==> src/rtl/operands_dispatch_arb.sv <==
// rtl/operands_dispatch_arb.sv - round-robin arbiter feeding one registered operand issue slot
// Optional perf counters (perf_stall_cycles, perf_conflict_cycles) under `OPERANDS_ARB_PERF_EN.
module operands_dispatch_arb #(
  parameter int NUM_REQS      = 4,
  parameter int DATA_WIDTH    = 64,
  parameter int REQ_SELW      = 2,
  parameter int PERF_CTR_BITS = 44
) (
  input  logic                           clk,
  input  logic                           reset,
  input  logic [NUM_REQS-1:0]            in_valid,
  input  logic [NUM_REQS*DATA_WIDTH-1:0] in_data,
  output logic [NUM_REQS-1:0]            in_ready,
  output logic                           out_valid,
  output logic [DATA_WIDTH-1:0]          out_data,
  output logic [REQ_SELW-1:0]            out_sel,
  input  logic                           out_ready
`ifdef OPERANDS_ARB_PERF_EN
  ,
  output logic [PERF_CTR_BITS-1:0]       perf_stall_cycles,
  output logic [PERF_CTR_BITS-1:0]       perf_conflict_cycles
`endif
);

  logic [REQ_SELW-1:0]   rr_ptr;
  logic [REQ_SELW-1:0]   next_ptr;
  logic [REQ_SELW-1:0]   cand;
  logic [REQ_SELW-1:0]   grant_idx;
  logic [NUM_REQS-1:0]   grant;
  logic                  found;
  logic                  stage_ready;
  logic                  xfer_in;
  logic [DATA_WIDTH-1:0] sel_data;
  logic [DATA_WIDTH-1:0] bank_data [NUM_REQS];

  for (genvar g = 0; g < NUM_REQS; g++) begin : g_unpack
    assign bank_data[g] = in_data[g*DATA_WIDTH +: DATA_WIDTH];
  end

  // Scan starts at rr_ptr and wraps; the first valid bank wins.
  always_comb begin
    grant     = '0;
    grant_idx = '0;
    sel_data  = '0;
    found     = 1'b0;
    cand      = '0;
    for (int k = 0; k < NUM_REQS; k++) begin
      cand = REQ_SELW'((int'(rr_ptr) + k) % NUM_REQS);
      if (!found && in_valid[cand]) begin
        found       = 1'b1;
        grant[cand] = 1'b1;
        grant_idx   = cand;
        sel_data    = bank_data[cand];
      end
    end
  end

  assign stage_ready = !out_valid || out_ready;
  assign in_ready    = grant & {NUM_REQS{stage_ready}};
  assign xfer_in     = found && stage_ready;
  assign next_ptr    = (grant_idx == REQ_SELW'(NUM_REQS-1)) ? '0 : grant_idx + REQ_SELW'(1);

  always_ff @(posedge clk) begin
    if (reset) begin
      out_valid <= 1'b0;
      out_data  <= '0;
      out_sel   <= '0;
      rr_ptr    <= '0;
    end else if (xfer_in) begin
      out_valid <= 1'b1;
      out_data  <= sel_data;
      out_sel   <= grant_idx;
      rr_ptr    <= next_ptr;
    end else if (out_valid && out_ready) begin
      out_valid <= 1'b0;
    end
  end

`ifdef OPERANDS_ARB_PERF_EN
  always_ff @(posedge clk) begin
    if (reset) begin
      perf_stall_cycles    <= '0;
      perf_conflict_cycles <= '0;
    end else begin
      if (out_valid && !out_ready)
        perf_stall_cycles <= perf_stall_cycles + PERF_CTR_BITS'(1);
      if (xfer_in && ($countones(in_valid) >= 2))
        perf_conflict_cycles <= perf_conflict_cycles + PERF_CTR_BITS'(1);
    end
  end
`endif

endmodule

==> config.mk <==
export PLATFORM = sky130hd
export DESIGN_NAME = operands_dispatch_arb
export DESIGN_NICKNAME = d
export VERILOG_FILES = /design/src/rtl/operands_dispatch_arb.sv
export SDC_FILE = /design/constraint.sdc
export NUM_CORES = 1
export LEC_CHECK = 0
export ABC_AREA = 0
export CELL_PAD_IN_SITES_DETAIL_PLACEMENT = 1
export CELL_PAD_IN_SITES_GLOBAL_PLACEMENT = 1
export CORE_ASPECT_RATIO = 1.75
export CORE_MARGIN = 4
export CORE_UTILIZATION = 35
export CTS_CLUSTER_DIAMETER = 50
export DETAILED_ROUTE_END_ITERATION = 16
export PLACE_DENSITY = 0.9
export SLEW_MARGIN = 10
export SYNTH_ARGS = -nofsm -noshare
export SYNTH_HDL_FRONTEND = slang
export SYNTH_SLANG_ARGS = --single-unit
export TNS_END_PERCENT = 5
==> constraint.sdc <==
create_clock -name clk -period 3.8 [get_ports clk]
set_input_delay 0.57 -clock clk [delete_from_list [all_inputs] [get_ports clk]]
set_output_delay 0.57 -clock clk [all_outputs]
set_load 0.02 [all_outputs]
* Word level (Yosys, flattened, before mapping)
Cells that the tools add are included.
** Word-level totals
- Flip-flop bits (word level) :: 69
- Latch bits :: 0
- Memory bits (writable) :: 0
- ROM bits :: 0
- Bits of input ports :: 263
- Output and inout bits :: 71
- Logic and storage cells :: 91
- Memories :: 0
** Cells by class
- Add/sub/neg operators :: 4
- $mul :: 0
- Divide/modulo/power cells :: 0
- Order comparisons :: 12
- Equal/unequal tests :: 1
- Shifts and indexed selects :: 0
- Mux-type cells :: 47
- Bitwise operators :: 8
- Reduce and logical (&&, ||, !) cells :: 15
** Operators by type and width (number)
- 2-to-1 mux 64 bit :: 12
- binary-select mux 64 bit (select 2 bit) :: 4
- 2-to-1 mux 4 bit :: 4
- 2-to-1 mux 1 bit :: 14
- >= comparator 3 bit (second input constant) :: 4
- < comparator 2 x 3 -> 1 bit (second input constant) :: 4
- inverter 2 -> 3 bit :: 4
- OR 4 bit :: 3
- 2-to-1 mux 2 bit :: 5
- logical AND 1 bit :: 9
- binary-select mux 1 bit (select 2 bit) :: 4
- demux 1 bit (select 2 bit) :: 4
- >= comparator 2 x 1 -> 1 bit (second input constant) :: 4
- adder 2 x 1 -> 2 bit (second input constant) :: 2
- adder 2 bit (second input constant) :: 2
- AND 4 bit :: 1
- logical NOT 1 bit :: 4
- == test 2 bit (second input constant) :: 1
- nonzero test 2 bit :: 1
- logical OR 1 bit :: 1

* Longest topological paths before layout
Gate-level depths: netlist (run 1).
- Depth after elaboration :: 14
- Depth in mapped cells :: 14
- Gate-level depth less buffers :: 8

* Least setup slack after synthesis (run 1)
OpenSTA, ideal clock, no wires.
- Path type :: reg-to-output
- Start :: reg with a tool-made name
- End :: out in_ready[0]
- Data arrival time :: 2945 ps
- Setup slack :: 285 ps
- Stages on the path, launching flop included :: 15
- Cells stage by stage :: dfxtp_1 > buf_4 > buf_2 > buf_2 > inv_1 > ha_1 > buf_2 > buf_4 > nor4b_1 > a31oi_1 > o22ai_1 > buf_2 > nor2b_1 > nand2_1 > a21oi_1
** RTL lines
- end, declared :: line 13 : output logic [NUM_REQS-1:0] in_ready,

==> results of run 1 <==
==> state kept, by name, indices dropped and copies added, names as in the netlist, named ones only <==
| signal | cells |
|---|---|
| rr_ptr | 1 |
| out_valid | 1 |
| out_sel | 2 |
| out_data | 64 |
==> timing repair <==
| item | CTS | global route |
|---|---|---|
| gates resized for setup | 1 | 2 |
| setup buffers | 0 | 3 |
| setup endpoints to repair | 2 | 4 |
| pin swaps | 0 | 0 |
| cloned | 0 | 0 |
==> routing by layer <==
layer | vias up | track usage (%)
met1 | 6043 | 27.50
met5 | - | 0
li1 | 5315 | -
met2 | 490 | 48.97
met4 | 2 | 16.81
met3 | 166 | 3.670
==> worst min-delay path by stage <==
stage / cells after the start / slack (ps) / to / startpoint
global route: 2 / 520 / out_data[47] / out_data[47]
finish: 2 / 500 / out_sel[0] / out_sel[0]
floorplan: 2 / 560 / out_sel[0] / out_sel[0]
global placement: 2 / 480 / out_sel[0] / out_sel[0]
detailed placement: 2 / 490 / out_sel[0] / out_sel[0]
CTS: 2 / 500 / out_sel[0] / out_sel[0]
==> cells by family after synthesis <==
group	Yosys count	share of synthesized area (%)
AO/OA/AOI/OAI	411	24.45
XOR/XNOR	2	0.1650
adder cells (fa/ha/maj)	6	0.7069
buffers and inverters	158	6.397
flip-flops	69	13.01
multiplexers	267	41.35
AND/OR/NAND/NOR	345	13.93
==> stage by stage <==
step / hold WS, ps / worst slack (ps)
after global routing: 520.7 / 4.432
after floorplan: 561.1 / 285.2
after global placement: 483.2 / 253.2
after CTS: 498.1 / 75.44
final: 496.5 / 160.8
after detailed placement: 485.4 / 82.97
==> cell usage in the layout, fill, tap and decap left out, types with 2 or more instances in the layout <==
| cell type | instances |
|---|---|
| o21ai_1 | 4 |
| a221o_1 | 4 |
| o21ai_0 | 193 |
| a211oi_1 | 2 |
| clkbuf_16 | 9 |
| clkinv_2 | 2 |
| and2_1 | 64 |
| a21oi_1 | 70 |
| a311oi_1 | 64 |
| mux2i_1 | 68 |
| ha_1 | 5 |
| nand2_1 | 134 |
| dfxtp_4 | 2 |
| nor2_1 | 138 |
| mux2_4 | 3 |
| a31oi_1 | 3 |
| clkdlybuf4s50_1 | 331 |
| mux2_2 | 65 |
| nor3_1 | 2 |
| inv_1 | 3 |
| o311ai_0 | 8 |
| diode_2 | 7 |
| o311ai_1 | 56 |
| clkbuf_1 | 3 |
| buf_12 | 5 |
| buf_4 | 21 |
| dfxtp_1 | 67 |
| mux4_2 | 130 |
==> cell type report <==
class                   count  area [µm²]
clock buffers              13       250.2
fillers                  3493       15570
well taps                 387       484.2
repair buffers            360        3600
flip-flops and latches     69        1389
multi-input cells        1031        8623
clock inverters             2       10.01
diodes                      7       17.52
inverters                   3       11.26
==> power breakdown <==
group | internal, µW | switching, µW
logic | 4820 | 5690
clock network | 456 | 360
registers | 1070 | 223
total | 6340 | 6270
==> worst max-delay path, cell delays in order, from the launching register on <==
cell and delay, ps:
dfxtp_4 400, buf_6 310, mux4_2 670, buf_4 180, a221o_1 340, o21ai_0 100, a21oi_1 90, clkdlybuf4s50_1 610
==> flow_metrics.py, run 1 <==
metrics = {
    "outcome": {
        "status": "completed",
    },
    "clock_network": {
        "clockBufferDepth": 2,
        "hold_buffers": 0,
        "insertion_delay_ps": 350,
        "cts_buffers": 9,
        "cts.htree.levels": 3,
        "clock-root-buffer": "clkbuf_16",
        "clock-sinks": 69,
        "path_clk_slew_ps": 60,
        "cts_tree": "built",
    },
    "detailed_routing": {
        "route.top_layer_used": "met5",
        "vias": 12016,
        "post_drt_via_cell_ratio": 6.419,
        "wl_met2_um": 24430,
        "wl_per_cell_um": 24.11,
        "wl_um": 45140,
        "routed-wl-met3_um": 2078,
        "first_iter_violations": 694,
        "drt_pre_antenna_iters": 5,
        "wl_met1_um": 15860,
        "ant_nets": 0,
        "drc": 0,
    },
    "synthesis": {
        "syn_area_mm2": 0.01062,
        "yosys-top-cells-count": "193 x o21ai_0, 138 x nor2_1, 134 x nand2_1, 130 x mux4_2, 93 x clkbuf_1",
        "yosysTopAreaCellShare_pct": 27.57,
        "synth.ff_latch_count": 69,
        "ys_types": 39,
        "async_flop_share_pct": 0,
        "avgSynthCellArea_um2": 8.442,
        "synth.area.top_cells": "mux4_2 28%, dfxtp_1 13%, o21ai_0 9.1%",
        "synth_seq_area_share_pct": 13.01,
        "yosysWarnings": 0,
        "synth_top_cell_by_area": "mux4_2",
        "synth-main-ff-cell": "dfxtp_1",
        "synth.most_common_cell": "o21ai_0",
        "syn_nets": 1527,
        "netlist_instances": 1258,
        "synth_edf_count": 0,
    },
    "timing": {
        "min_period_ps": 3639,
        "drv_slew": 0,
        "tns_ps": 0,
        "fmax_mhz": 274.8,
        "finalSetupViolations": 0,
        "fin_crit_sh_pct": 95.77,
        "fin_skew_ps": 7.374,
        "maxSlewHeadroom_pct": 16.79,
        "hold_violations": 0,
        "rsz0062_at_grt": "false",
        "worst_pin_slew_ps": 1248,
    },
    "die": {
        "die_h_um": 238.4,
        "die_x_um": 139.7,
        "ioPinCount": 334,
        "fp.coreArea_mm2": 0.02995,
        "rows": 84,
        "start_util_pct": 35.46,
        "die_area_mm2": 0.03330,
    },
    "setup_path": {
        "rrSetupSlack_ps": 570,
        "crit_end": "in_ready[2]",
        "worstReg2RegStart": "rr_ptr[1]",
        "arrival_ps": 3070,
        "worstReg2RegEnd": "out_data[45]",
        "required_ps": 3230,
        "rr_worst_depth": 8,
        "cp_max_fo": 33,
        "endpoint_kind": "output port",
        "start_kind": "flop",
        "criticalPathCategory": "reg2out",
    },
    "placement": {
        "port-buffer-count": 333,
        "gp_congestion": 0.8470,
        "hpwlAfterDp_um": 30930,
        "dp_cells": 1847,
        "post_dp_cell_area_mm2": 0.01408,
    },
    "grt": {
        "grt_use_total_pct": 26.34,
        "grt_pass1_vias": 13423,
        "antenna_found_initial": 7,
        "grt_pass1_wl_um": 71110,
        "grt_max_degree": 263,
        "overflow": 0,
    },
    "power": {
        "p_leak_uw": 0.004727,
        "finalPower_uw": 12610,
        "vdd_ir_drop_max_mv": 0.8263,
        "power_per_cell_area_mw_per_mm2": 876.9,
    },
    "layout": {
        "finalNonFillerCells": 1872,
        "final_area_mm2": 0.01439,
        "drive_above_1_share_pct": 16.78,
        "num-nets-final": 1743,
        "area_delta_synth_final_pct": 35.45,
        "utilization_pct": 48.02,
    },
    "run": {
        "cap_violations": 0,
    },
    "hold_path": {
        "hold_class": "reg2reg",
    },
}
No activity file was read; power rests on OpenSTA's default activity.
==> inputs of run 2 (changes only) <==
Settings changed: HOLD_SLACK_MARGIN from default to 0.15.
==> results of run 2 <==
The final DEF is identical to that of run 1; final timing and power are the same.
